<file path="config.mk">
export PLATFORM = sky130hd
export DESIGN_NAME = syn_fifo_wr_arbiter
export DESIGN_NICKNAME = d
export VERILOG_FILES = /design/src/rtl/syn_fifo_wr_arbiter.sv
export SDC_FILE = /design/constraint.sdc
export NUM_CORES = 1
export LEC_CHECK = 0
export BUFFER_PORTS_ARGS = -buffer_cell sky130_fd_sc_hd__buf_2
export CAP_MARGIN = 20
export CORE_MARGIN = 2
export CORE_UTILIZATION = 37
export CTS_CLUSTER_SIZE = 40
export DETAILED_ROUTE_END_ITERATION = 12
export MAX_ROUTING_LAYER = met4
export PLACE_DENSITY = 0.71
export SETUP_SLACK_MARGIN = 0.02
export SYNTH_ARGS = -nofsm -noshare
export SYNTH_HDL_FRONTEND = slang
export SYNTH_SLANG_ARGS = --single-unit
</file>
<file path="constraint.sdc">
create_clock -name sys_clk -period 1.5 [get_ports sys_clk]
set_input_delay 0 -clock sys_clk [delete_from_list [all_inputs] [get_ports sys_clk]]
set_output_delay 0 -clock sys_clk [all_outputs]
set_load 0.1 [all_outputs]
</file>
<file path="src/rtl/syn_fifo_wr_arbiter.sv">
// Round-robin write arbiter: shares one synchronous FIFO write port among
// NUM_REQ producers, granting one owner at a time for up to BURST_LEN beats.
//
// state | meaning
// IDLE  | no grant held; pick next requester round-robin from last_owner+1
// GRANT | gnt_id owns the write port; beats forwarded while FIFO not full
module syn_fifo_wr_arbiter #(
  parameter int NUM_REQ    = 4,
  parameter int DATA_WIDTH = 8,
  parameter int BURST_LEN  = 4
) (
  input  logic                          sys_clk,
  input  logic                          sys_rst,
  input  logic [NUM_REQ-1:0]            req_valid,
  input  logic [NUM_REQ*DATA_WIDTH-1:0] req_data,
  output logic [NUM_REQ-1:0]            req_ready,
  input  logic                          fifo_full,
  output logic                          fifo_wr_en,
  output logic [DATA_WIDTH-1:0]         fifo_wr_data,
  output logic [$clog2(NUM_REQ)-1:0]    gnt_id,
  output logic                          busy
);

  localparam int GNT_W = $clog2(NUM_REQ);
  localparam int CNT_W = $clog2(BURST_LEN + 1);
  localparam logic [CNT_W-1:0] LAST_BEAT = CNT_W'(BURST_LEN - 1);
  localparam logic [GNT_W-1:0] LAST_IDX  = GNT_W'(NUM_REQ - 1);

  typedef enum logic {IDLE, GRANT} state_t;

  state_t                state_q, state_d;
  logic [GNT_W-1:0]      gnt_d, last_owner, last_d, rr_sel, rr_idx;
  logic [CNT_W-1:0]      beat_cnt, cnt_d;
  logic                  rr_found, owner_valid, xfer;
  logic [DATA_WIDTH-1:0] owner_data;

  assign busy = (state_q == GRANT);
  assign xfer = busy & owner_valid & ~fifo_full;

  // Round-robin search: first valid requester starting just after last_owner.
  always_comb begin
    rr_sel   = last_owner;
    rr_idx   = '0;
    rr_found = 1'b0;
    for (int k = 1; k <= NUM_REQ; k++) begin
      rr_idx = GNT_W'((int'(last_owner) + k) % NUM_REQ);
      if (!rr_found && req_valid[rr_idx]) begin
        rr_sel   = rr_idx;
        rr_found = 1'b1;
      end
    end
  end

  // Select the current owner's valid and data lanes.
  always_comb begin
    owner_valid = 1'b0;
    owner_data  = '0;
    for (int i = 0; i < NUM_REQ; i++) begin
      if (GNT_W'(i) == gnt_id) begin
        owner_valid = req_valid[i];
        owner_data  = req_data[i*DATA_WIDTH +: DATA_WIDTH];
      end
    end
  end

  // Next-state logic; a dropped owner valid releases even while the FIFO is full.
  always_comb begin
    state_d = state_q;
    gnt_d   = gnt_id;
    last_d  = last_owner;
    cnt_d   = beat_cnt;
    case (state_q)
      IDLE: begin
        if (rr_found) begin
          state_d = GRANT;
          gnt_d   = rr_sel;
          last_d  = rr_sel;
          cnt_d   = '0;
        end
      end
      GRANT: begin
        if (!owner_valid) begin
          state_d = IDLE;
        end else if (xfer) begin
          cnt_d = beat_cnt + 1'b1;
          if (beat_cnt == LAST_BEAT) state_d = IDLE;
        end
      end
      default: state_d = IDLE;
    endcase
  end

  // State registers; reset points last_owner at the top so requester 0 wins first.
  always_ff @(posedge sys_clk or posedge sys_rst) begin
    if (sys_rst) begin
      state_q    <= IDLE;
      gnt_id     <= '0;
      last_owner <= LAST_IDX;
      beat_cnt   <= '0;
    end else begin
      state_q    <= state_d;
      gnt_id     <= gnt_d;
      last_owner <= last_d;
      beat_cnt   <= cnt_d;
    end
  end

  // Only the owner is ever ready, and only while the FIFO has room.
  always_comb begin
    req_ready = '0;
    for (int i = 0; i < NUM_REQ; i++) begin
      req_ready[i] = busy & (GNT_W'(i) == gnt_id) & ~fifo_full;
    end
  end

  assign fifo_wr_en   = xfer;
  assign fifo_wr_data = busy ? owner_data : '0;

endmodule
</file>
==> results.txt <==
Synth Net Count -> 118
DRT iter0 DRCs -> 12
Peak Freq -> 597 MHz
Hold Violations, Final -> 0
Maxcap violations -> 0
Reg-to-Reg Start -> gnt_id[1]$_DFFE_PP0P_
GRT overflow -> 0
H-tree depth -> 1
Crit end category -> primary output
Layout cells sized above 1 -> 70.9%
Startpoint types -> flop
Worst setup endpoint -> fifo_wr_data[4]
Clock Sink Count -> 8
Starting Density -> 38.1%
Non-Filler Instances -> 169
DRC -> 0
DIE AREA -> 2610 um^2
Worst R2R End -> beat_cnt[2]$_DFFE_PP0P_
Combinational family with the most area after synthesis -> multiplexers
FILL cells -> 150
Post-Route Skew -> 11.3 ps
R2R setup slack -> -80 ps
Number of synthesized flops with an enable pin -> 0
Syn Area/Cell -> 10.6 um^2
Main synth FF type -> dfrtp_1
Antenna Nets Post-Route -> 0
Routed length per placed instance -> 16.5 um
Total I/O pin count -> 55
Nets -> 183
Crit path launch -> gnt_id[0]$_DFFE_PP0P_
Hold WC Path Type -> input pin to flop
Area of the multi-input gates -> 621 um^2
WP data required -> 1500 ps
Sequential cell area -> 211 um^2
Gr usage total -> 23.5%
CTS tree -> yes
Core area -> 2150 um^2
Row count -> 17
Relative slew slack -> 67.9%
Vias in the first global route -> 918
Initial antenna violation count -> 0
Placed Cells -> 158
Critical path cell sequence -> buf_6, mux4_2, and2_4, buf_12
Critical Path AT -> 1670 ps
WL final -> 2790 um
HPWL Detailed -> 1840 um
Seq/Total Area, Yosys -> 24.7%
Post-Syn Instances -> 77
Die span in x -> 51.1 um
Synthesis-to-layout area growth -> 84.0%
Ys async rst share -> 100%
IO buf count -> 54
Largest stage delay, worst path -> 500 ps
Largest net degree at the start of global routing -> 15
Via density -> 5.07
Final worst slack -> -174 ps
RSZ-0062 raised after global routing -> yes
Slew Limit Fails -> 0
Final Cycle Share -> 112%
Gpl congestion -> 0.689
Clock Latency Late Sink -> 270 ps
CTS Buffer Depth -> 2
WS Path Type -> flop to primary output
Clock-pin slew on the worst setup and hold paths -> 60 ps
Worst-path maximum fanout -> 6
Final min period -> 1670 ps
#FFs+latches synth -> 8
Chip height -> 51.1 um
Worst Reg-to-Reg Cells -> 4
CP Buf/Inv Count -> 2
Fraction of synthesized area in multiplexers -> 33.6%
Compound-Gate Fraction of Synth Area -> 9.31%
Post-Syn Area -> 820 um^2
Number of synthesis warnings -> 0
# setup viols final -> 15
Yosys cell types -> 29
DR vias -> 856
Post-Synth Simple-Gate Area -> 20.8%
Status -> complete, but fails checks
Most frequent cells in the layout -> 41 x buf_2, 14 x buf_12, 8 x nand2_1, 8 x mux4_2, 8 x and2_4
XOR/XNOR Fraction of Synth Area -> 0%
First-pass GRT wire length -> 4330 um
Adder-cell area share of the yosys netlist -> 3.05%
Router iterations before antenna repair -> 4
Root Driver -> clkbuf_4
Failing checks -> setup timing
Inserted Clock Buffers -> 3
Ant. Diodes -> 0
Crit-path slowest cell -> mux4_2
Levels on crit path -> 4
Worst slew pin tran -> 485 ps
CP delay by family, top -> multiplexers
Most common cell after layout, fill and taps aside -> buf_2
## cell families after synthesis
| kind of cell | after synthesis |
|---|---|
| muxes | 16 |
| and+or+nand+nor | 27 |
| DFF | 8 |
| buffers and inverters | 14 |
| AOI/OAI and AO/OA | 10 |
| adders and majority gates | 2 |
## layer usage
metal	wire (um)	GRT usage, %	share of wire (%)	up-vias
li1	-	-	-	412
met1	1070	24.4	38	387
met2	1440	43.1	52	50
met3	214	4.68	7.7	7
met4	63	9.46	2.3	0
met5	0	-	0	-
## per-stage QoR
stage / setup TNS (ps) / hold slack (ps) / util, % / instance area (um^2) / worst slack [ps]
floorplan: -3330 / -186 / - / 907 / -543
global route: -2440 / 103 / 70.2 / 1510 / -221
CTS: -1810 / 66.4 / 69.0 / 1480 / -172
global placement: -16.6 / -41.0 / 58.3 / 1250 / -16.6
detailed placement: -125 / -32.2 / 58.3 / 1250 / -81.4
finish: -1670 / 83.7 / 70.2 / 1510 / -174
## cell usage after synthesis (2+ instances only)
cell type,count,area (um^2)
a211oi_1,2,15.0
a21oi_1,2,10.0
and2_1,8,50.1
buf_6,2,22.5
dfrtp_1,6,150
dfstp_2,2,52.6
ha_1,2,25.0
inv_1,9,33.8
mux2_4,3,45.0
mux2i_1,5,50.1
mux4_2,8,180
nand2_1,8,30.0
nor4b_1,2,17.5
o21ai_0,3,15.0
## worst min path at each step
stage | cells past startpoint | slack, ps | to | start
finish | 4 | 80 | beat_cnt[2]$_DFFE_PP0P_ | req_valid[2]
global route | 4 | 100 | beat_cnt[2]$_DFFE_PP0P_ | req_valid[2]
CTS | 4 | 70 | beat_cnt[2]$_DFFE_PP0P_ | req_valid[2]
detailed placement | 2 | -30 | beat_cnt[0]$_DFFE_PP0P_ | sys_rst
global placement | 2 | -40 | beat_cnt[0]$_DFFE_PP0P_ | sys_rst
floorplan | 1 | -190 | beat_cnt[0]$_DFFE_PP0P_ | sys_rst
## registers in the layout, indices dropped and copies added (netlist names)
register	cells
beat_cnt	3
gnt_id	2
last_owner	2
busy	1
## worst register-to-register path: stages (launching register included)
cell and delay (ps):
dfrtp_4 490, mux2_4 330, a22oi_4 210, mux2_4 320, mux2i_2 160
## repair_timing
item / CTS / global route
pin swaps: 3 / 1
hold buffers: 1 / 0
setup endpoints to repair: 13 / 17
hold endpoints to repair: 8 / 0
buffers inserted: 5 / 1
resized for setup: 40 / 6
## cell type report
cell class / count / share of cell area, %
flip-flops and latches: 8 / 14.0
clock buffers: 4 / 1.74
inverters: 9 / 2.41
repair buffers: 65 / 38.3
multi-input cells: 55 / 41.2
well taps: 28 / 2.32
Power is left out: the tool's default activity adds up to more than one toggle a clock period on the data nets, which glitch-free logic cannot reach.
